<file path="config.mk">
export PLATFORM = sky130hd
export DESIGN_NAME = prog_rom_server
export DESIGN_NICKNAME = d
export VERILOG_FILES = /design/src/rtl/prog_rom_server.sv
export SDC_FILE = /design/constraint.sdc
export NUM_CORES = 2
export LEC_CHECK = 0
export CORE_AREA = 2 2 570 572
export DETAILED_ROUTE_END_ITERATION = 6
export DIE_AREA = 0 0 572 574
export PLACE_DENSITY = 0.77
export SLEW_MARGIN = 20
export SYNTH_ARGS = -nofsm -noshare
export SYNTH_HDL_FRONTEND = slang
export SYNTH_SLANG_ARGS = --single-unit
</file>
<file path="constraint.sdc">
create_clock -name clock -period 5.1 [get_ports clock]
set_clock_uncertainty 0.05 [all_clocks]
set_input_delay 0.765 -clock clock [delete_from_list [all_inputs] [get_ports clock]]
set_output_delay 0.765 -clock clock [all_outputs]
set_load 0.03 [all_outputs]
</file>
<file path="src/rtl/prog_rom_server.sv">
// prog_rom_server: 16-bit instruction ROM for the ALU core, loadable from a byte-stream loader.
// Latency: q_rom follows the address sampled one rising edge earlier. The loader takes one byte per cycle.
// Backpressure: load_ready is low only during CLEAR. Reads return NOP_WORD while CLEAR or LOAD is active.
// Build option: define PROG_ROM_CLEAR_EN so that reset fills the array with NOP_WORD (CLEAR state).
// Without it, reset goes straight to IDLE and the array contents stay undefined.
module prog_rom_server #(
  parameter int          DEPTH_LOG2 = 8,
  parameter logic [15:0] NOP_WORD   = 16'h0018
) (
  input  logic        clock,
  input  logic        reset_n,
  input  logic [15:0] address_rom,
  output logic [15:0] q_rom,
  input  logic        load_valid,
  output logic        load_ready,
  input  logic [7:0]  load_data,
  input  logic        load_last,
  output logic        load_busy,
  output logic [15:0] load_count,
  output logic        load_error
);

  localparam int DEPTH = 1 << DEPTH_LOG2;
  localparam logic [DEPTH_LOG2:0] WP_ONE = 1;
  localparam logic [15:0] CNT_ONE = 16'd1;

  typedef enum logic [1:0] {ST_CLEAR, ST_IDLE, ST_LOAD} state_t;

  state_t              state;
  logic [DEPTH_LOG2:0] wp;          // one extra bit so "full" (wp == DEPTH) can be represented
  logic                phase_high;  // next byte of the load is the high byte of a word
  logic [7:0]          low_byte;
  logic [15:0]         mem [DEPTH];

  logic                   accept;
  logic                   wp_full;
  logic                   wr_en;
  logic [DEPTH_LOG2-1:0]  wr_addr;
  logic [15:0]            wr_data;

  assign accept  = load_valid & load_ready;
  assign wp_full = wp[DEPTH_LOG2];

  // Select the array write: a fill word during CLEAR, or an assembled word on a high-byte handshake
  always_comb begin
    wr_en   = 1'b0;
    wr_addr = wp[DEPTH_LOG2-1:0];
    wr_data = NOP_WORD;
    if (state == ST_CLEAR) begin
      wr_en = 1'b1;
    end else if (state == ST_LOAD && accept && phase_high && !wp_full) begin
      wr_en   = 1'b1;
      wr_data = {load_data, low_byte};
    end
  end

  // Array storage is deliberately left without a reset
  always_ff @(posedge clock) begin
    if (wr_en) mem[wr_addr] <= wr_data;
  end

  // Fetch port: a registered read that returns NOP while the contents are in flux or the address is out of range
  always_ff @(posedge clock or negedge reset_n) begin
    if (!reset_n) begin
      q_rom <= NOP_WORD;
    end else if (state != ST_IDLE || address_rom[15:DEPTH_LOG2] != '0) begin
      q_rom <= NOP_WORD;
    end else begin
      q_rom <= mem[address_rom[DEPTH_LOG2-1:0]];
    end
  end

  // Control FSM: clear sweep, idle, byte-pair load, with registered status outputs
  always_ff @(posedge clock or negedge reset_n) begin
    if (!reset_n) begin
`ifdef PROG_ROM_CLEAR_EN
      state      <= ST_CLEAR;
      load_ready <= 1'b0;
      load_busy  <= 1'b1;
`else
      state      <= ST_IDLE;
      load_ready <= 1'b1;
      load_busy  <= 1'b0;
`endif
      wp         <= '0;
      phase_high <= 1'b0;
      low_byte   <= '0;
      load_count <= '0;
      load_error <= 1'b0;
    end else begin
      case (state)
        ST_CLEAR: begin
          if (wp[DEPTH_LOG2-1:0] == '1) begin
            state      <= ST_IDLE;
            wp         <= '0;
            load_ready <= 1'b1;
            load_busy  <= 1'b0;
          end else begin
            wp <= wp + WP_ONE;
          end
        end
        ST_IDLE: begin
          if (accept) begin
            // The first byte of a load is always a low byte
            load_count <= '0;
            wp         <= '0;
            low_byte   <= load_data;
            if (load_last) begin
              load_error <= 1'b1;
            end else begin
              load_error <= 1'b0;
              state      <= ST_LOAD;
              load_busy  <= 1'b1;
              phase_high <= 1'b1;
            end
          end
        end
        ST_LOAD: begin
          if (accept) begin
            if (!phase_high) begin
              low_byte <= load_data;
              if (load_last) begin
                load_error <= 1'b1;
                state      <= ST_IDLE;
                load_busy  <= 1'b0;
              end else begin
                phase_high <= 1'b1;
              end
            end else begin
              phase_high <= 1'b0;
              // Once the array is full, further words are dropped and the counters hold
              if (!wp_full) begin
                wp         <= wp + WP_ONE;
                load_count <= load_count + CNT_ONE;
              end else begin
                load_error <= 1'b1;
              end
              if (load_last) begin
                state     <= ST_IDLE;
                load_busy <= 1'b0;
              end
            end
          end
        end
        default: begin
          state      <= ST_IDLE;
          load_ready <= 1'b1;
          load_busy  <= 1'b0;
          phase_high <= 1'b0;
        end
      endcase
    end
  end

endmodule

</file>
==> metrics <==
total power draw ~67 mW; RD Place Congestion approximately 0.96; clock tree from TritonCTS yes; routed length on met3 just over 60 mm; number of port buffers slightly above 60; peak supply drop around 0.00029 V; number of inserted filler cells in the final layout 22447; maximum number of pins on one net before global-route repair approximately 150; number of max-cap violations 0; count of boundary I/O pins 63; initial antenna violation count 21; sequential element share of the synthesized area 77.5%; clock net sink count roughly 4100; detailed-route wire length on metal 1 around 140 mm; largest area contributor in the netlist sky130_fd_sc_hd__edfxtp_1; post-synthesis area per instance approximately 21 um^2; total die area around 0.33 mm^2; maximum clock rate ~230 MHz; detailed router's first-iteration violation count around 14000; post-route ant nets 0; buffers from clock root to sink, at most 4; Pwr per Cell Area ~370 mW/mm^2; CTS buffer count 385; data arrival time of the critical path between 4 and 5 ns; area of combinational cells with multiple inputs 0.0334 mm^2; Horiz. Die Dim 572 um; clock insertion delay at the later pin of the skew report 0.93 ns; most common library cell in the layout ignoring fill and taps sky130_fd_sc_hd__edfxtp_1; instance count of the mapped netlist 7472; remaining global-route overflow 0; setup repair after global routing missed its margin no; H-tree Lvls 5; class of the most critical hold timing path input port to flip-flop; layout overhead on the synthesized area 13.3%; cell types with the largest area share after synthesis sky130_fd_sc_hd__edfxtp_1 (77%), sky130_fd_sc_hd__mux4_2 (12%), sky130_fd_sc_hd__mux2i_1 (3.6%); Resize count post-CTS 0; via count of the routed design 83925; status completed; time the final worst path needs with I/O delays and setup approximately 4.4 ns; row cnt 209; total of warnings raised by yosys 0; share of post-route cells with drive strength above 1 between 20% and 30%; worst-path fanout max 14; Tightest Pin Transition between 1 and 1.5 ns; HPWL after DPL roughly 250 mm; DR DRC count 0; commonest non-fill, non-tap cells in the layout sky130_fd_sc_hd__edfxtp_1 (4096), sky130_fd_sc_hd__mux4_2 (842), sky130_fd_sc_hd__mux2i_1 (585); Tot GR Track Use a little over a quarter; flip-flop cell with the highest count after synthesis sky130_fd_sc_hd__edfxtp_1; post-placement worst setup slack between 0.6 and 0.7 ns; number of vias per cell 6.60; Static Leakage ~50 nW; die outline height 574 um; starting density of the core 49.7%; number of different library cells in the post-synthesis netlist 58; endpoint required time on the critical path around 5.7 ns; Detailed Route WL 437 mm; Synth Register Bits roughly 4100; top metal layer carrying routed signals met5; syn nets roughly 7500; Final Max Tran Viols 0; Final Hold Slack a little under 0.4 ns; Worst slew margin 10.9%; Final Worst Setup Slack 0.707 ns; Syn Std Cell Area around 0.16 mm^2; total of endpoints with negative setup slack in the final report 0; critical path start-end classification flip-flop to flip-flop; startpoint class of the critical path flip-flop; Final period util a little under nine tenths; # nets final 8092; number of optimization iterations in the first detailed-route pass 6; register clock-pin slew on the reported worst setup and hold paths 0.07 ns; postcts setup bufs 0; total core area around 0.32 mm^2; critical path capture point type flip-flop; share of flip-flops with an asynchronous set or reset after synthesis ~1.3%; routed wirelength normalized by instance count about 34 um; Met2 Routed Length ~200 mm; flip-flop and latch area 0.124 mm^2; number of hold violations in the final report 0; global-route wire length before repair a little over 600 mm; count of flip-flops with a built-in enable after synthesis roughly 4000; vias in the first global route 83707; proportion of netlist area held by the largest area contributor 76.6%; root cell of the clock tree sky130_fd_sc_hd__clkbuf_16
-- critical path, cell delays in order (launching register included) --
cell                       delay, ns
sky130_fd_sc_hd__dfstp_2        0.56
sky130_fd_sc_hd__inv_1          0.06
sky130_fd_sc_hd__ha_1           0.33
sky130_fd_sc_hd__nand2b_1       0.19
sky130_fd_sc_hd__nor2_1         0.10
sky130_fd_sc_hd__nor2_1         0.76
sky130_fd_sc_hd__nor2b_1        0.25
sky130_fd_sc_hd__nand2_1        0.87
sky130_fd_sc_hd__buf_4          0.48
sky130_fd_sc_hd__nor2_1         0.16
sky130_fd_sc_hd__buf_4          0.25
-- area by class of cell --
type                            instances  share of cell area [%]
Antenna cell                           14                  0.0193
Clock buffer                          469                    5.56
Clock inverter                        233                    1.28
Inverter                               16                  0.0399
Multi-Input combinational cell       2871                    18.4
Sequential cell                      4149                    68.4
Tap cell                             4325                    2.98
Timing Repair Buffer                  632                    3.34
-- routing by layer --
layer / global-route usage, % / vias up
met1: 34.3 / 43176
met3: 7.65 / 1238
li1: - / 32742
met4: 14.9 / 8
met5: 0 / -
met2: 40.2 / 6761
-- power breakdown --
part	switching (mW)	total (mW)	internal [mW]
Clock	12.5	28.7	16.2
Combinational	1.25	1.91	0.659
Sequential	0.000593	36.9	36.9
-- path summary, 6_finish.rpt --
path | startpoint | end | slack (ns) | depth (start not counted)
worst max-delay path | state[0] | mem[46][13] | 0.71 | 10
worst min-delay path | address_rom[5] | q_rom[14] | 0.39 | 3
worst max register to register | state[0] | mem[46][13] | 0.71 | 10
worst min register to register | low_byte[7] | low_byte[7] | 0.46 | 1
max in group asynchronous | reset_n | q_rom[1] | 3.93 | 2
min in group asynchronous | reset_n | load_count[6] | 0.41 | 2
-- stage by stage --
stage                     utilization [%]  std cells  TNS (ns)  cell area [um^2]
after floorplan                         -       7472   -666.64            161000
after global placement               52.4      11990         0            169000
after detailed placement             52.5      11991         0            169000
after CTS                            56.3      12694         0            182000
after global routing                 56.3      12697         0            182000
final                                56.3      12709         0            182000
-- synth_stat cells (76+ instances only) --
library cell                  n
sky130_fd_sc_hd__a21oi_1    157
sky130_fd_sc_hd__mux2i_1    585
sky130_fd_sc_hd__nand2_1    117
sky130_fd_sc_hd__buf_6       86
sky130_fd_sc_hd__clkbuf_1   192
sky130_fd_sc_hd__o22ai_1    155
sky130_fd_sc_hd__o221ai_1   277
sky130_fd_sc_hd__nor2_1     342
sky130_fd_sc_hd__edfxtp_1  4096
sky130_fd_sc_hd__nor3_1      76
sky130_fd_sc_hd__mux4_2     842
-- cell families after synthesis --
logic type	count (synthesis)	share of synthesized area (%)
AOI/OAI and AO/OA	775	3.42
xor gates and xnor gates	11	0.0600
adders and majority gates	9	0.0702
buffers and inverters	452	1.75
DFF	4149	77.5
muxes	1435	15.5
other	1	0.00234
and+or+nand+nor	640	1.71
-- sequential cells by signal, summed over array words and instances (netlist names) --
| name | flops |
|---|---|
| load_busy | 1 |
| load_count | 16 |
| load_error | 1 |
| low_byte | 8 |
| mem | 4096 |
| phase_high | 1 |
| q_rom | 16 |
| state | 1 |
| wp | 9 |
-- repair_timing --
action | in CTS | in global routing
hold endpoints to repair | 50 | 0
hold buffers | 1 | 0
setup endpoints to repair | 0 | 0
Note: power is estimated with default switching activity, not from simulation.
